==> src/rtl/scan_reg_chain_if.sv <==
// Bundle of the scan register's functional, scan and engine signals.
// master drives the controls and observes the register; slave is the register itself.
interface scan_reg_chain_if #(
    parameter int WIDTH = 8
);
    logic             en;
    logic [WIDTH-1:0] d;
    logic             test;
    logic             sin;
    logic             start;
    logic [WIDTH-1:0] q;
    logic             sout;
    logic             busy;
    logic             done;

    modport master (
        output en, d, test, sin, start,
        input  q, sout, busy, done
    );

    modport slave (
        input  en, d, test, sin, start,
        output q, sout, busy, done
    );
endinterface

==> src/rtl/scan_reg_chain.sv <==
// WIDTH-bit scan register: parallel capture, manual scan shift and a WIDTH-cycle auto shift engine.
// Define SCAN_LOOPBACK_EN to rotate sout back into q[0] during auto shifts.
module scan_reg_chain #(
    parameter int               WIDTH     = 8,
    parameter logic [WIDTH-1:0] RESET_VAL = '0
) (
    input logic             clk,
    input logic             reset,
    scan_reg_chain_if.slave bus
);
    localparam int CW = $clog2(WIDTH);

    typedef enum logic [1:0] {
        IDLE,
        SHIFT,
        DONE
    } state_t;

    state_t           state;
    state_t           state_next;
    logic [CW-1:0]    cnt;
    logic [CW-1:0]    cnt_next;
    logic [WIDTH-1:0] q;
    logic [WIDTH-1:0] q_next;
    logic             shift_bit;
    logic [WIDTH-1:0] q_shifted;

`ifdef SCAN_LOOPBACK_EN
    // Auto shifts rotate so q is restored at done; manual shifts still take sin.
    assign shift_bit = (state == SHIFT) ? q[WIDTH-1] : bus.sin;
`else
    assign shift_bit = bus.sin;
`endif

    assign q_shifted = {q[WIDTH-2:0], shift_bit};

    always_comb begin
        state_next = state;
        cnt_next   = cnt;
        q_next     = q;
        case (state)
            IDLE: begin
                if (bus.start) begin
                    state_next = SHIFT;
                    cnt_next   = CW'(WIDTH - 1);
                end
                if (bus.test) begin
                    q_next = q_shifted;
                end else if (bus.en) begin
                    q_next = bus.d;
                end
            end
            SHIFT: begin
                q_next = q_shifted;
                if (cnt == '0) begin
                    state_next = DONE;
                end else begin
                    cnt_next = cnt - CW'(1);
                end
            end
            DONE: begin
                state_next = IDLE;
            end
            default: begin
                state_next = IDLE;
                cnt_next   = '0;
            end
        endcase
    end

    always_ff @(posedge clk) begin
        if (reset) begin
            state <= IDLE;
            cnt   <= '0;
            q     <= RESET_VAL;
        end else begin
            state <= state_next;
            cnt   <= cnt_next;
            q     <= q_next;
        end
    end

    assign bus.q    = q;
    assign bus.sout = q[WIDTH-1];
    assign bus.busy = (state == SHIFT);
    assign bus.done = (state == DONE);

    a_busy_done_excl: assert property (@(posedge clk) !(bus.busy && bus.done));
    a_done_one_cycle: assert property (@(posedge clk) disable iff (reset) bus.done |=> !bus.done);
    a_done_after_shift: assert property (@(posedge clk) disable iff (reset) $rose(bus.done) |-> $past(bus.busy));

endmodule

==> src/flat_wrapper.sv <==
// flat-port wrapper written by rule: the top's interface ports become plain ports
module scan_reg_chain_flat 
#(
    parameter int               WIDTH     = 8,
    parameter logic [WIDTH-1:0] RESET_VAL = '0
)
  (clk, reset, bus_en, bus_d, bus_test, bus_sin, bus_start, bus_q, bus_sout, bus_busy, bus_done);
  scan_reg_chain_if #(.WIDTH(WIDTH)) bus_i ();
  input logic clk;
  input logic reset;
  input wire logic [$bits(bus_i.en)-1:0] bus_en;
  input wire logic [$bits(bus_i.d)-1:0] bus_d;
  input wire logic [$bits(bus_i.test)-1:0] bus_test;
  input wire logic [$bits(bus_i.sin)-1:0] bus_sin;
  input wire logic [$bits(bus_i.start)-1:0] bus_start;
  output wire logic [$bits(bus_i.q)-1:0] bus_q;
  output wire logic [$bits(bus_i.sout)-1:0] bus_sout;
  output wire logic [$bits(bus_i.busy)-1:0] bus_busy;
  output wire logic [$bits(bus_i.done)-1:0] bus_done;
  assign bus_i.en = bus_en;
  assign bus_i.d = bus_d;
  assign bus_i.test = bus_test;
  assign bus_i.sin = bus_sin;
  assign bus_i.start = bus_start;
  assign bus_q = bus_i.q;
  assign bus_sout = bus_i.sout;
  assign bus_busy = bus_i.busy;
  assign bus_done = bus_i.done;
  scan_reg_chain #(.WIDTH(WIDTH), .RESET_VAL(RESET_VAL)) u_core (.clk(clk), .reset(reset), .bus(bus_i));
endmodule
==> config.mk <==
export PLATFORM = sky130hd
export DESIGN_NAME = scan_reg_chain_flat
export DESIGN_NICKNAME = d
export VERILOG_FILES = /design/src/rtl/scan_reg_chain_if.sv /design/src/rtl/scan_reg_chain.sv /design/src/flat_wrapper.sv
export SDC_FILE = /design/constraint.sdc
export NUM_CORES = 1
export LEC_CHECK = 0
export ABC_AREA = 1
export CAP_MARGIN = 20
export CORE_ASPECT_RATIO = 1.5
export CORE_MARGIN = 8
export CORE_UTILIZATION = 30
export CTS_CLUSTER_SIZE = 8
export DETAILED_ROUTE_END_ITERATION = 10
export GPL_TIMING_DRIVEN = 1
export REMOVE_ABC_BUFFERS = 1
export SLEW_MARGIN = 10
export SYNTH_ARGS = -nofsm -noshare
export SYNTH_HDL_FRONTEND = slang
export SYNTH_SLANG_ARGS = --single-unit
==> constraint.sdc <==
create_clock -name clk -period 2.7 [get_ports clk]
set_clock_uncertainty 0.1 [all_clocks]
set_input_delay 0.675 -clock clk [delete_from_list [all_inputs] [get_ports clk]]
set_output_delay 0.675 -clock clk [all_outputs]
set_load 0.005 [all_outputs]
==> results.sh <==
export IMPL_status="finished clean"
export IMPL_slew_headroom=0.799
export IMPL_drive_above_1_share=0.0604
export IMPL_worst_r2r_setup_slack_ps=1260
export IMPL_dpl_hpwl_um=1440
export IMPL_drc=0
export IMPL_num_io_pins=25
export IMPL_drt_iter0_drc=15
export IMPL_hp_start="u_core.cnt[1]"
export IMPL_grt_met3_usage=0.0258
export IMPL_peakVddDrop_mv=0.295
export IMPL_start_util=0.307
export IMPL_ctsHtreeMaxLevel=1
export IMPL_cts_tree="built"
export IMPL_synth_warnings=0
export IMPL_grt_pass1_wl_um=3240
export IMPL_cts_buffers=3
export IMPL_cts_sinks=13
export IMPL_ctsRootBufferMaster="clkbuf_8"
export IMPL_wl_per_cell_um=10.5
export IMPL_setup_tns_ps=0
export IMPL_clockBufferDepth=2
export IMPL_setup_viol=0
export IMPL_max_stage_delay_ps=500
export IMPL_p_sw_frac=0.310
export IMPL_layout_nets=166
export IMPL_seqCellArea_sq_um=260
export IMPL_p_int_w=0.000433
export IMPL_dieArea_sq_mm=0.00459
export IMPL_cp_startpoint="u_core.state[0]"
export IMPL_p_leak_nw=0.555
export IMPL_worstSetupEndpointType="output pin"
export IMPL_switching_power_w=0.000195
export IMPL_worstPathMaxFanout=11
export IMPL_crit_end="bus_busy"
export IMPL_regToRegStartpoint="u_core.cnt[0]"
export IMPL_clock_fmax_mhz=445
export IMPL_synth_cell_type_count=16
export IMPL_synth_area_sq_um=795
export IMPL_r2r_cells=7
export IMPL_diodes=0
export IMPL_synthCells=125
export IMPL_worstMarginPinSlew_ps=301
export IMPL_multiInputGateArea_sq_um=422
export IMPL_finish_utilization=0.413
export IMPL_clk_pin_slew_ps=60
export IMPL_clock_latency_ps=240
export IMPL_die_x_um=58.0
export IMPL_crit_slowest_cell="clkdlybuf4s50_1"
export IMPL_synth_area_per_cell_sq_um=6.36
export IMPL_nFillCells=295
export IMPL_synth_seq_cells=13
export IMPL_fp_row_count=23
export IMPL_hold_viol=0
export IMPL_path_cells="nand2_4 > inv_1 > clkdlybuf4s50_1"
export IMPL_antenna_found_initial=0
export IMPL_grt_usage=0.0871
export IMPL_period_share=0.833
export IMPL_r2r_end="u_core.cnt[0]"
export IMPL_final_cell_mix="nand2_1 (37), nor2_1 (30), clkdlybuf4s50_1 (24)"
export IMPL_p_per_area_mw_per_mm2=587
export IMPL_synth_seq_area_share=0.328
export IMPL_ant_nets=0
export IMPL_cts_resized=0
export IMPL_rsz0062_at_grt="no"
export IMPL_max_cap_violations=0
export IMPL_gr_total_overflow=0
export IMPL_layout_commonest_cell="nand2_1"
export IMPL_hold_class="flip-flop to flip-flop"
export IMPL_grtUsageMet1=0.0941
export IMPL_pwr_share_comb=0.339
export IMPL_dr_pass1_iters=4
export IMPL_critPathArrivalTime_ps=1470
export IMPL_drv_slew=0
export IMPL_gp_congestion=0.790
export IMPL_die_height_um=79.0
export IMPL_met2_usage=0.149
export IMPL_core_sq_mm=0.00259
export IMPL_required_ps=1920
export IMPL_p_clk_frac=0.278
export IMPL_vias_per_cell=4.46
export IMPL_cts_hold_buffers=0
export IMPL_grt_pass1_vias=785
export IMPL_finalWirelength_um=1820
export IMPL_crit_type="flip-flop to output pin"
export IMPL_portBuffers=24
export IMPL_post_cts_repair_setup_buffers=0
export IMPL_seqPwrFrac=0.383
export IMPL_area_growth_pct=34.6
export IMPL_cp_start_kind="flip-flop"
export IMPL_grt_max_degree=17
export IMPL_vias=776
export IMPL_busiest_layer="met2"
export IMPL_period_minus_slack_ps=2250
## synth_stat cells
library cell / instances / area share
buf_6: 3 / 0.043
nor2_1: 30 / 0.14
buf_4: 1 / 0.0095
nand3_2: 1 / 0.013
a21oi_1: 2 / 0.013
o21ai_0: 1 / 0.0063
nand3b_1: 8 / 0.076
nand2_1: 37 / 0.17
nand2_2: 1 / 0.0079
inv_1: 17 / 0.080
ha_1: 2 / 0.031
nand2_4: 3 / 0.043
dfxtp_1: 13 / 0.33
nand3_1: 4 / 0.025
inv_2: 1 / 0.0047
clkinv_1: 1 / 0.0047
## state kept, by name, indices dropped and copies added (netlist names)
register	count
u_core.bus.q	8
u_core.cnt	3
u_core.state	2
## worst min path at each step
stage                         end  cells after the start
floorplan           u_core.cnt[1]                      4
global placement    u_core.cnt[1]                      4
detailed placement  u_core.cnt[1]                      4
CTS                 u_core.cnt[1]                      4
global route        u_core.cnt[1]                      4
finish              u_core.cnt[1]                      4
## through the flow
step,power (W),cells,hold slack [ps],area [sq um],worst slack (ps)
2_1_floorplan,0.000368,121,398,753,1250
6_report,0.000628,174,432,1070,452
4_1_cts,0.000635,174,439,1070,454
3_5_place_dp,0.000460,170,431,1020,724
3_3_place_gp,0.000458,170,419,1020,747
5_1_grt,0.000676,174,464,1070,369
## critical path: cells and delay by family, from the launching register on
kind,cells,cell delay [ps]
buffers and inverters,2,580
flip-flops,1,490
AND/OR/NAND/NOR,1,170
## power by group through the flow
stage               Sequential (W)  Clock (W)  Combinational (W)
finish                    0.000241   0.000174           0.000213
detailed placement        0.000245          0           0.000215
CTS                       0.000241   0.000177           0.000217
global route              0.000245   0.000187           0.000244
floorplan                 0.000243          0           0.000125
global placement          0.000245          0           0.000213
## routing by layer
metal / vias to the layer above / part of all wire
met2: 19 / 0.48
li1: 418 / -
met5: - / 0
met4: 0 / 0.014
met1: 335 / 0.45
met3: 4 / 0.058
## logic make-up (layout without fill, tap and decap cells)
| logic type | after synthesis | after routing | share of synthesized area |
|---|---|---|---|
| fa+ha+maj | 2 | 2 | 0.0315 |
| buf+inv | 23 | 47 | 0.142 |
| flops | 13 | 13 | 0.328 |
| simple gates | 84 | 84 | 0.480 |
| compound gates | 3 | 3 | 0.0189 |
## layout make-up
cell class / count / share of cell area
inverters: 19 / 0.0667
repair buffers: 24 / 0.225
well taps: 25 / 0.0292
clock buffers: 4 / 0.0421
flip-flops and latches: 13 / 0.243
multi-input cells: 89 / 0.394
(Power assumes the default switching activity.)
